==> config.mk <==
export PLATFORM = sky130hd
export DESIGN_NAME = mem_bus_ctrl_flat
export DESIGN_NICKNAME = d
export VERILOG_FILES = /design/src/rtl/mem_bus_ctrl_pkg.sv /design/src/rtl/mem_bus_ctrl_if.sv /design/src/rtl/mem_bus_ctrl_ram.sv /design/src/rtl/mem_bus_ctrl.sv /design/src/flat_wrapper.sv
export SDC_FILE = /design/constraint.sdc
export NUM_CORES = 2
export LEC_CHECK = 0
export CORE_ASPECT_RATIO = 1.5
export CORE_MARGIN = 2
export CORE_UTILIZATION = 40
export DETAILED_ROUTE_END_ITERATION = 12
export HOLD_SLACK_MARGIN = 0.08
export PLACE_DENSITY = 0.53
export SYNTH_ARGS = -nofsm -noshare
export SYNTH_HDL_FRONTEND = slang
export SYNTH_SLANG_ARGS = --single-unit
==> constraint.sdc <==
create_clock -name clk -period 7.01 [get_ports clk]
set_input_delay 1.0515 -clock clk [delete_from_list [all_inputs] [get_ports clk]]
set_output_delay 1.0515 -clock clk [all_outputs]
set_load 0.05 [all_outputs]
==> src/rtl/mem_bus_ctrl_pkg.sv <==
// rtl/mem_bus_ctrl_pkg.sv - shared bus command, address map and read-source types
package bus_pkg;

   typedef enum logic [1:0] {
      MNONE    = 2'b00,
      MREAD    = 2'b01,
      MWRITE   = 2'b10,
      MILLEGAL = 2'b11
   } mem_cmd_t;

   typedef enum logic [1:0] {
      SRC_RAM  = 2'b00,
      SRC_SW   = 2'b01,
      SRC_ZERO = 2'b10
   } rd_src_t;

   localparam logic [8:0] LED_ADDR = 9'h100;
   localparam logic [8:0] SW_ADDR  = 9'h140;

endpackage

==> src/rtl/mem_bus_ctrl_if.sv <==
// rtl/mem_bus_ctrl_if.sv - cpu-to-memory bus bundle with master/slave views
interface mem_bus_if #(
   parameter int DATA_W = 16,
   parameter int ADDR_W = 9
);
   import bus_pkg::*;

   mem_cmd_t            mem_cmd;
   logic [ADDR_W-1:0]   mem_addr;
   logic [DATA_W-1:0]   write_data;
   logic [DATA_W-1:0]   read_data;
   logic                rd_valid;

   modport master (
      output mem_cmd, mem_addr, write_data,
      input  read_data, rd_valid
   );

   modport slave (
      input  mem_cmd, mem_addr, write_data,
      output read_data, rd_valid
   );

endinterface

==> src/rtl/mem_bus_ctrl_ram.sv <==
// rtl/mem_bus_ctrl_ram.sv - single-port RAM, synchronous write, registered read
module ram #(
   parameter int    DATA_W    = 16,
   parameter int    RAM_AW    = 8,
   parameter string INIT_FILE = "data.txt"
) (
   input  logic              clk_i,
   input  logic              we_i,
   input  logic              re_i,
   input  logic [RAM_AW-1:0] addr_i,
   input  logic [DATA_W-1:0] wdata_i,
   output logic [DATA_W-1:0] rdata_o
);

   logic [DATA_W-1:0] mem_q [2**RAM_AW];
   logic [DATA_W-1:0] rdata_q;

   always_ff @(posedge clk_i) begin
      if (we_i) mem_q[addr_i] <= wdata_i;
      if (re_i) rdata_q <= mem_q[addr_i];
   end

   assign rdata_o = rdata_q;

endmodule

==> src/rtl/mem_bus_ctrl.sv <==
// rtl/mem_bus_ctrl.sv - bus decode to RAM / LED register / switch port with 1-cycle read return
module mem_bus_ctrl
   import bus_pkg::*;
#(
   parameter int                DATA_W    = 16,
   parameter int                ADDR_W    = 9,
   parameter int                RAM_AW    = 8,
   parameter logic [ADDR_W-1:0] LED_ADDR  = bus_pkg::LED_ADDR,
   parameter logic [ADDR_W-1:0] SW_ADDR   = bus_pkg::SW_ADDR,
   parameter string             INIT_FILE = "data.txt"
) (
   input  logic       clk,
   input  logic       reset,
   mem_bus_if.slave   bus,
   input  logic [7:0] SW,
   output logic [7:0] LEDR,
   output logic       bus_err
);

   logic              is_ram, is_led, is_sw;
   logic              ram_we_d, ram_re_d, led_we_d, err_set_d, rd_valid_d;
   rd_src_t           rd_src_d;

   rd_src_t           rd_src_q;
   logic              rd_valid_q;
   logic [DATA_W-1:0] rdata_q;
   logic [7:0]        led_q;
   logic              err_q;
   logic [7:0]        sw_meta_q, sw_sync_q;

   logic [DATA_W-1:0] ram_dout;
   logic [DATA_W-1:0] rsp_data;

   assign is_ram = ~bus.mem_addr[ADDR_W-1];
   assign is_led = (bus.mem_addr == LED_ADDR);
   assign is_sw  = (bus.mem_addr == SW_ADDR);

   always_comb begin
      ram_we_d   = 1'b0;
      ram_re_d   = 1'b0;
      led_we_d   = 1'b0;
      err_set_d  = 1'b0;
      rd_valid_d = 1'b0;
      rd_src_d   = SRC_ZERO;
      case (bus.mem_cmd)
         MREAD: begin
            rd_valid_d = 1'b1;
            if (is_ram) begin
               ram_re_d = 1'b1;
               rd_src_d = SRC_RAM;
            end else if (is_sw) begin
               rd_src_d = SRC_SW;
            end else begin
               err_set_d = 1'b1;
            end
         end
         MWRITE: begin
            if (is_ram)      ram_we_d  = 1'b1;
            else if (is_led) led_we_d  = 1'b1;
            else             err_set_d = 1'b1;
         end
         MILLEGAL: err_set_d = 1'b1;
         default: ;
      endcase
   end

   // Reset must also block the RAM write that would otherwise land this edge.
   ram #(
      .DATA_W    (DATA_W),
      .RAM_AW    (RAM_AW),
      .INIT_FILE (INIT_FILE)
   ) u_ram (
      .clk_i   (clk),
      .we_i    (ram_we_d & ~reset),
      .re_i    (ram_re_d & ~reset),
      .addr_i  (bus.mem_addr[RAM_AW-1:0]),
      .wdata_i (bus.write_data),
      .rdata_o (ram_dout)
   );

   always_comb begin
      rsp_data = '0;
      case (rd_src_q)
         SRC_RAM: rsp_data = ram_dout;
         SRC_SW:  rsp_data = {{(DATA_W-8){1'b0}}, sw_sync_q};
         default: rsp_data = '0;
      endcase
   end

   always_ff @(posedge clk) begin
      if (reset) begin
         rd_valid_q <= 1'b0;
         rd_src_q   <= SRC_ZERO;
         rdata_q    <= '0;
         led_q      <= '0;
         err_q      <= 1'b0;
         sw_meta_q  <= '0;
         sw_sync_q  <= '0;
      end else begin
         rd_valid_q <= rd_valid_d;
         rd_src_q   <= rd_src_d;
         rdata_q    <= bus.read_data;
         sw_meta_q  <= SW;
         sw_sync_q  <= sw_meta_q;
         err_q      <= err_q | err_set_d;
         if (led_we_d) led_q <= bus.write_data[7:0];
      end
   end

   // rdata_q tracks the presented value so read_data holds between responses.
   assign bus.read_data = rd_valid_q ? rsp_data : rdata_q;
   assign bus.rd_valid  = rd_valid_q;
   assign LEDR          = led_q;
   assign bus_err       = err_q;

endmodule
==> src/flat_wrapper.sv <==
// flat-port wrapper written by rule: the top's interface ports become plain ports
module mem_bus_ctrl_flat import bus_pkg::*;
#(
   parameter int                DATA_W    = 16,
   parameter int                ADDR_W    = 9,
   parameter int                RAM_AW    = 8,
   parameter logic [ADDR_W-1:0] LED_ADDR  = bus_pkg::LED_ADDR,
   parameter logic [ADDR_W-1:0] SW_ADDR   = bus_pkg::SW_ADDR,
   parameter string             INIT_FILE = "        "
)
  (clk, reset, SW, LEDR, bus_err, bus_mem_cmd, bus_mem_addr, bus_write_data, bus_read_data, bus_rd_valid);
  mem_bus_if #(.DATA_W(DATA_W), .ADDR_W(ADDR_W)) bus_i ();
  input  logic clk;
  input  logic reset;
  input  logic [7:0] SW;
  output logic [7:0] LEDR;
  output logic bus_err;
  input wire logic [$bits(bus_i.mem_cmd)-1:0] bus_mem_cmd;
  input wire logic [$bits(bus_i.mem_addr)-1:0] bus_mem_addr;
  input wire logic [$bits(bus_i.write_data)-1:0] bus_write_data;
  output wire logic [$bits(bus_i.read_data)-1:0] bus_read_data;
  output wire logic [$bits(bus_i.rd_valid)-1:0] bus_rd_valid;
  assign bus_i.mem_cmd = bus_mem_cmd;
  assign bus_i.mem_addr = bus_mem_addr;
  assign bus_i.write_data = bus_write_data;
  assign bus_read_data = bus_i.read_data;
  assign bus_rd_valid = bus_i.rd_valid;
  mem_bus_ctrl #(.DATA_W(DATA_W), .ADDR_W(ADDR_W), .RAM_AW(RAM_AW), .LED_ADDR(LED_ADDR), .SW_ADDR(SW_ADDR), .INIT_FILE(INIT_FILE)) u_core (.clk(clk), .reset(reset), .bus(bus_i), .SW(SW), .LEDR(LEDR), .bus_err(bus_err));
endmodule
Word-level counts from Yosys, hierarchy flattened
Memories as Yosys holds them, arrays and structs flattened. A register that Yosys moved wholly into a read port is not among the register bits.
Cells that the tools add are included.
{"block": "op_classes", "eq_ne": 6, "n_reduce_logical": 3, "bitwise_logic": 6, "muxes": 18}
{"cell": "$pmux 16 s2", "n": 1}
{"cell": "$eq 9x9->1 const B", "n": 2}
{"cell": "$mux 16", "n": 1}
{"cell": "$mux 1", "n": 13}
{"cell": "$eq 2x1->1 const B", "n": 2}
{"cell": "$eq 2x2->1 const B", "n": 2}
{"cell": "$mux 2", "n": 2}
{"cell": "$not 1->1", "n": 3}
{"cell": "$pmux 1 s3", "n": 1}
{"cell": "$reduce_or 3->1", "n": 1}
{"cell": "$and 1x1->1", "n": 2}
{"cell": "$logic_not 2->1", "n": 1}
{"cell": "$reduce_or 2->1", "n": 1}
{"cell": "$or 1x1->1", "n": 1}
{"block": "totals", "mem_count": 1, "input_bits": 37, "ramBits": 4096, "ff_bits": 44, "output_inout_bits": 26}
{"memory": "u_core.u_ram.mem_q", "depth": 256, "word_bits": 16, "read_ports": 1, "rd_ports_with_merged_regs": 1, "write_ports": 1, "line": "mem_bus_ctrl_ram.sv:15", "text": "logic [DATA_W-1:0] mem_q [2**RAM_AW];"}

Longest topological paths before layout
{"block": "logic_depth", "ltp_word": 5, "mapped_depth": 9, "ltp_nobuf": 7}

Cells and area by module
Synthesis repeated with hierarchy kept, for this count alone.
{"block": "hier_totals", "cells_unflattened": 6912, "hier_area_um2": 157342.2}
{"module": "ram", "area_each_um2": 155559.2, "seq_area_each_um2": 123478.4, "n_inst": 1, "cells_per_inst": 6727}
{"module": "mem_bus_ctrl", "area_each_um2": 1783.0, "seq_area_each_um2": 880.8, "n_inst": 1, "cells_per_inst": 185}

Worst setup path after synthesis
Ideal clock, no wire load.
{"block": "synth_path", "path_kind": "input to register", "from": "in bus_mem_addr[0]", "to": "mem u_core.u_ram.mem_q[105][0] (enable)", "required_time_ns": 6.622, "t_arrival_ns": 3.184, "path_buffers": 5, "setup_time_ns": 0.388, "cell_stages": 9, "path_slack_ns": 3.437, "path_cell_list": "clkbuf_1 -> buf_6 -> clkbuf_1 -> buf_2 -> nand2_1 -> nor2_1 -> nand2_1 -> clkbuf_1 -> nor2_1"}
{"element": "start: declaration", "line": "flat_wrapper.sv:19", "text": "input wire logic [$bits(bus_i.mem_addr)-1:0] bus_mem_addr;"}
{"element": "end: declaration", "line": "mem_bus_ctrl_ram.sv:15"}
No word-level cell before the write port.

Final worst setup path
{"block": "layout_path", "from": "reg u_core.rd_src_q[0]", "to": "out bus_read_data[14]"}
{"block": "layout_via", "elab_chain_cells": 3, "elab_cells_between_ends": 4, "classes_between": "1 x eq/ne; 2 x mux; 1 x reduce/logical"}
{"element": "start: declaration", "line": "mem_bus_ctrl.sv:24", "text": "rd_src_t rd_src_q;"}
{"element": "start signal: assignment", "line": "mem_bus_ctrl.sv:101", "text": "rd_src_q <= rd_src_d;"}
{"element": "$eq 2x1->1 / $logic_not 2->1 (equally long branches)", "line": "mem_bus_ctrl.sv:83", "text": "case (rd_src_q)"}
{"element": "$pmux 16 s2 *", "line": "mem_bus_ctrl.sv:83"}
{"element": "$mux 16 *", "line": "mem_bus_ctrl.sv:111", "text": "assign bus.read_data = rd_valid_q ? rsp_data : rdata_q;"}
{"element": "end: declaration", "line": "flat_wrapper.sv:21", "text": "output wire logic [$bits(bus_i.read_data)-1:0] bus_read_data;"}
Every way passes the cells marked *; elsewhere a longest branch is shown, timed or not.

==> impl_results.md <==
- R2R Setup Slk: between 3 and 4 ns
- Crit Reg-Reg Startpoint: u_core.u_ram.mem_q[163][4]$_DFFE_PP_
- Vias in the first global route: between 70,000 and 80,000
- Setup TNS: 0 ns
- FF-to-FF End: u_core.u_ram.rdata_o[4]$_DFFE_PP_
- Type of destination of the critical path: primary output
- Area of the multi-input gates: about 0.031 mm²
- Max incr delay on CP: slightly above 0.9 ns
- Placed Cells: ~12,000
- H-tree levels: 5
- Hpwl dp: 264,000 µm
- Least-Margin Pin Slew: 1.49 ns
- Placed Instance Area: 0.167 mm²
- DR WL/cell: between 30 and 40 µm
- Post-Synthesis Cell Area: ~0.16 mm²
- First-pass GRT wire length: between 600,000 and 700,000 µm
- Sink Count: 4,156
- Syn_area_per_cell: roughly 23 µm²
- Layout fillers: roughly 32,000
- Levels on crit path: 4
- Initial drt markers: slightly above 8,000
- Max-slew violation count: 1
- CTS tree: built
- Clk_lat worst skew: 0.92 ns
- Boundary Pins: 63
- Final worst path period need: about 4.7 ns
- Final nets: 7,380
- Status: finished with violations
- Worst VDD drop: 0.211 mV
- CTS Hold Bufs: 0
- Synth top area share: 78.6%
- Clock Skews: 0.0263 ns
- Syn Inst Count: between 6,000 and 7,000
- Vias per cell: about 5.8
- Initial antenna violation count: 14
- Layout cell share with drive strength beyond 1: between 20% and 30%
- Setup Viol. Count Final: 0
- Die Ht: 771 µm
- P_leak: around 55 nW
- Synthesized flop and latch total: 4,156
- Crit path cell chain: nor2_1 -> nand3_1 -> o21ai_0 -> clkdlybuf4s50_1
- Total track usage: ~22%
- Clock buffer depth: 4
- Reg clk slew, reported paths: 0.07 ns
- Area grow syn2layout: 13.9%
- Final Hold Fails: 0
- Core Rows: 281
- CP Capture Point: bus_read_data[14]
- Largest net degree at the start of global routing: ~150
- Type of origin of the critical path: flip-flop
- Crit-path max FO: 9
- Clock root buffer master: clkbuf_16
- CP Data Required Time: 5.96 ns
- Unrepaired setup endpoints after global routing: false
- Fin crit share: 67.3%
- Initial Util: around 40%
- Sequential share of the synthesized area: 79.2%
- Hold_ws: 0.448 ns
- Post-Syn Nets: 6,919
- Buf+Inv Stages, Crit Path: 1
- MaxCap Viol Count: 2
- CTS Buf Count: 379
- Arrival time worst endpoint: 3.67 ns
- Register area: 0.124 mm²
- Final instance count without filler cells: 12,888
- DRC: 0
- Synth warnings: 0
- Failing checks: max-capacitance violations, max-slew violations
- Max Clock Freq: 212 MHz
- Final core occ: a little under half
- RePlAce Congestion: 0.869
- Reg2reg path depth: 5
- Number of distinct library cells after synthesis: 31
- PortBufs: 62
- CP delay by family, top: simple AND/OR/NAND/NOR gates
- DR vias: around 74,000
- Synth area leaders: edfxtp_1 79%, mux4_2 15%, a22oi_1 2.4%
- Slew HR: -0.521%
- Yosys top cell by area: edfxtp_1
- Post-Route WL: 436,000 µm
- CP Launch Point: u_core.rd_src_q[0]$_SDFF_PP0_
- Die area: 0.398 mm²
- Finished Cell Area: ~0.18 mm²
- Die width: ~520 µm
- Post-route ant nets: 0
- Crit Path Category: flip-flop to primary output
- GRT overflow: 0
- Worst hold path type: flip-flop to flip-flop
- Crit-path slowest cell: clkdlybuf4s50_1
- Core box area: approximately 0.4 mm²
- Post-CTS Setup Repair Bufs: 0
- Drt pass-1 iters: 5
- Post-CTS Resized: 0
- PD cells: 282 mW/mm²
## area by class of cell
type | instances | share of cell area [%]
tap | 5235 | 3.66
sequential | 4156 | 69.5
antenna | 7 | 0.00979
inverter | 19 | 0.0399
clock buffer | 464 | 5.61
clock inverter | 224 | 1.23
timing repair buffer | 502 | 2.58
multi-input combinational | 2281 | 17.4
## synthesized netlist by cell type
cell type and count:
a21oi_1 259, a22oi_1 512, and2_1 2, and3_1 2
buf_1 45, buf_2 69, buf_4 23, buf_6 21
clkbuf_1 264, dfxtp_1 44, edfxtp_1 4112, ha_1 4
inv_1 19, mux2i_1 17, mux4_2 1024, nand2_1 30
nand2b_1 3, nand3_1 12, nand3_2 1, nand4_1 16
nor2_1 270, nor2b_1 42, nor3b_1 2, nor4_1 1
o21ai_0 8, o21bai_1 1, o22ai_1 8, o41ai_1 64
or2_2 1, or4_1 1, or4b_2 1
## state kept, by name (all words and copies together) (netlist names), 2 cells and up
signal	count
u_core.LEDR	8
u_core.rd_src_q	2
u_core.rdata_q	16
u_core.sw_meta_q	8
u_core.sw_sync_q	8
u_core.u_ram.mem_q	4096
u_core.u_ram.rdata_o	16
## layer usage
layer | wire (µm) | part of all wire [%] | vias up | track usage (%)
met1 | 166000 | 38 | 40690 | 27.3
met2 | 228000 | 52 | 2498 | 38.2
met4 | 19900 | 4.6 | 0 | 8.87
met5 | 0 | 0 | - | 0
met3 | 21900 | 5.0 | 590 | 2.51
li1 | - | - | 30365 | -
## report_power, final
part	switching, W	leakage, nW	internal, W	total [W]
clock network	0.00909	5.96	0.0117	0.0208
registers	0.00000783	37.3	0.0273	0.0273
logic	0.00155	11.3	0.000760	0.00231
## cells in the final DEF, fill, tap and decap left out, types with 3 or more instances in the layout
cell type / instances
edfxtp_1: 4112
mux4_2: 1024
a22oi_1: 512
buf_4: 393
clkbuf_16: 390
nor2_1: 260
a21oi_1: 259
clkinv_1: 81
clkbuf_1: 74
clkinv_2: 70
buf_12: 47
dfxtp_1: 44
clkdlybuf4s50_1: 43
o41ai_1: 40
bufinv_16: 40
nor2b_1: 37
o41ai_2: 24
inv_1: 19
mux2i_1: 17
buf_8: 17
nand4_1: 16
clkinvlp_4: 15
nand2_2: 14
nand2_1: 13
nand3_1: 11
nor2_2: 9
inv_6: 9
o21ai_0: 8
o22ai_1: 8
diode_2: 7
ha_1: 4
nor2b_4: 3
nand2_4: 3
clkinv_8: 3
clkinv_4: 3
## worst register-to-register path: stages (launching register included)
cell and delay (ns):
edfxtp_1 0.36, mux4_2 0.53, a22oi_1 0.83, a21oi_1 0.20, o41ai_2 0.99, nand4_1 0.19
## metrics by stage
step           total power [W]  worst slack (ns)
2_1_floorplan           0.0290              3.44
5_1_grt                 0.0517              2.15
4_1_cts                 0.0508              2.17
3_5_place_dp            0.0302              1.32
3_3_place_gp            0.0302             0.971
6_report                0.0504              2.29
## worst min path at each step
stage / from / end / cells past startpoint
floorplan: u_core.sw_meta_q[0]$_SDFF_PP0_ / u_core.sw_sync_q[0]$_SDFF_PP0_ / 1
global placement: u_core.sw_meta_q[0]$_SDFF_PP0_ / u_core.sw_sync_q[0]$_SDFF_PP0_ / 1
detailed placement: u_core.sw_meta_q[2]$_SDFF_PP0_ / u_core.sw_sync_q[2]$_SDFF_PP0_ / 1
CTS: u_core.bus_err$_SDFF_PP0_ / u_core.bus_err$_SDFF_PP0_ / 2
global route: u_core.sw_meta_q[6]$_SDFF_PP0_ / u_core.sw_sync_q[6]$_SDFF_PP0_ / 1
finish: u_core.sw_meta_q[6]$_SDFF_PP0_ / u_core.sw_sync_q[6]$_SDFF_PP0_ / 1
## logic make-up after synthesis
family,after synthesis,synth area share (%)
adder cells (fa/ha/maj),4,0.0319
AO/OA/AOI/OAI,852,3.69
AND/OR/NAND/NOR,384,1.05
multiplexers,1041,14.8
flip-flops,4156,79.2
buffers and inverters,441,1.26
(Power assumes the default switching activity.)
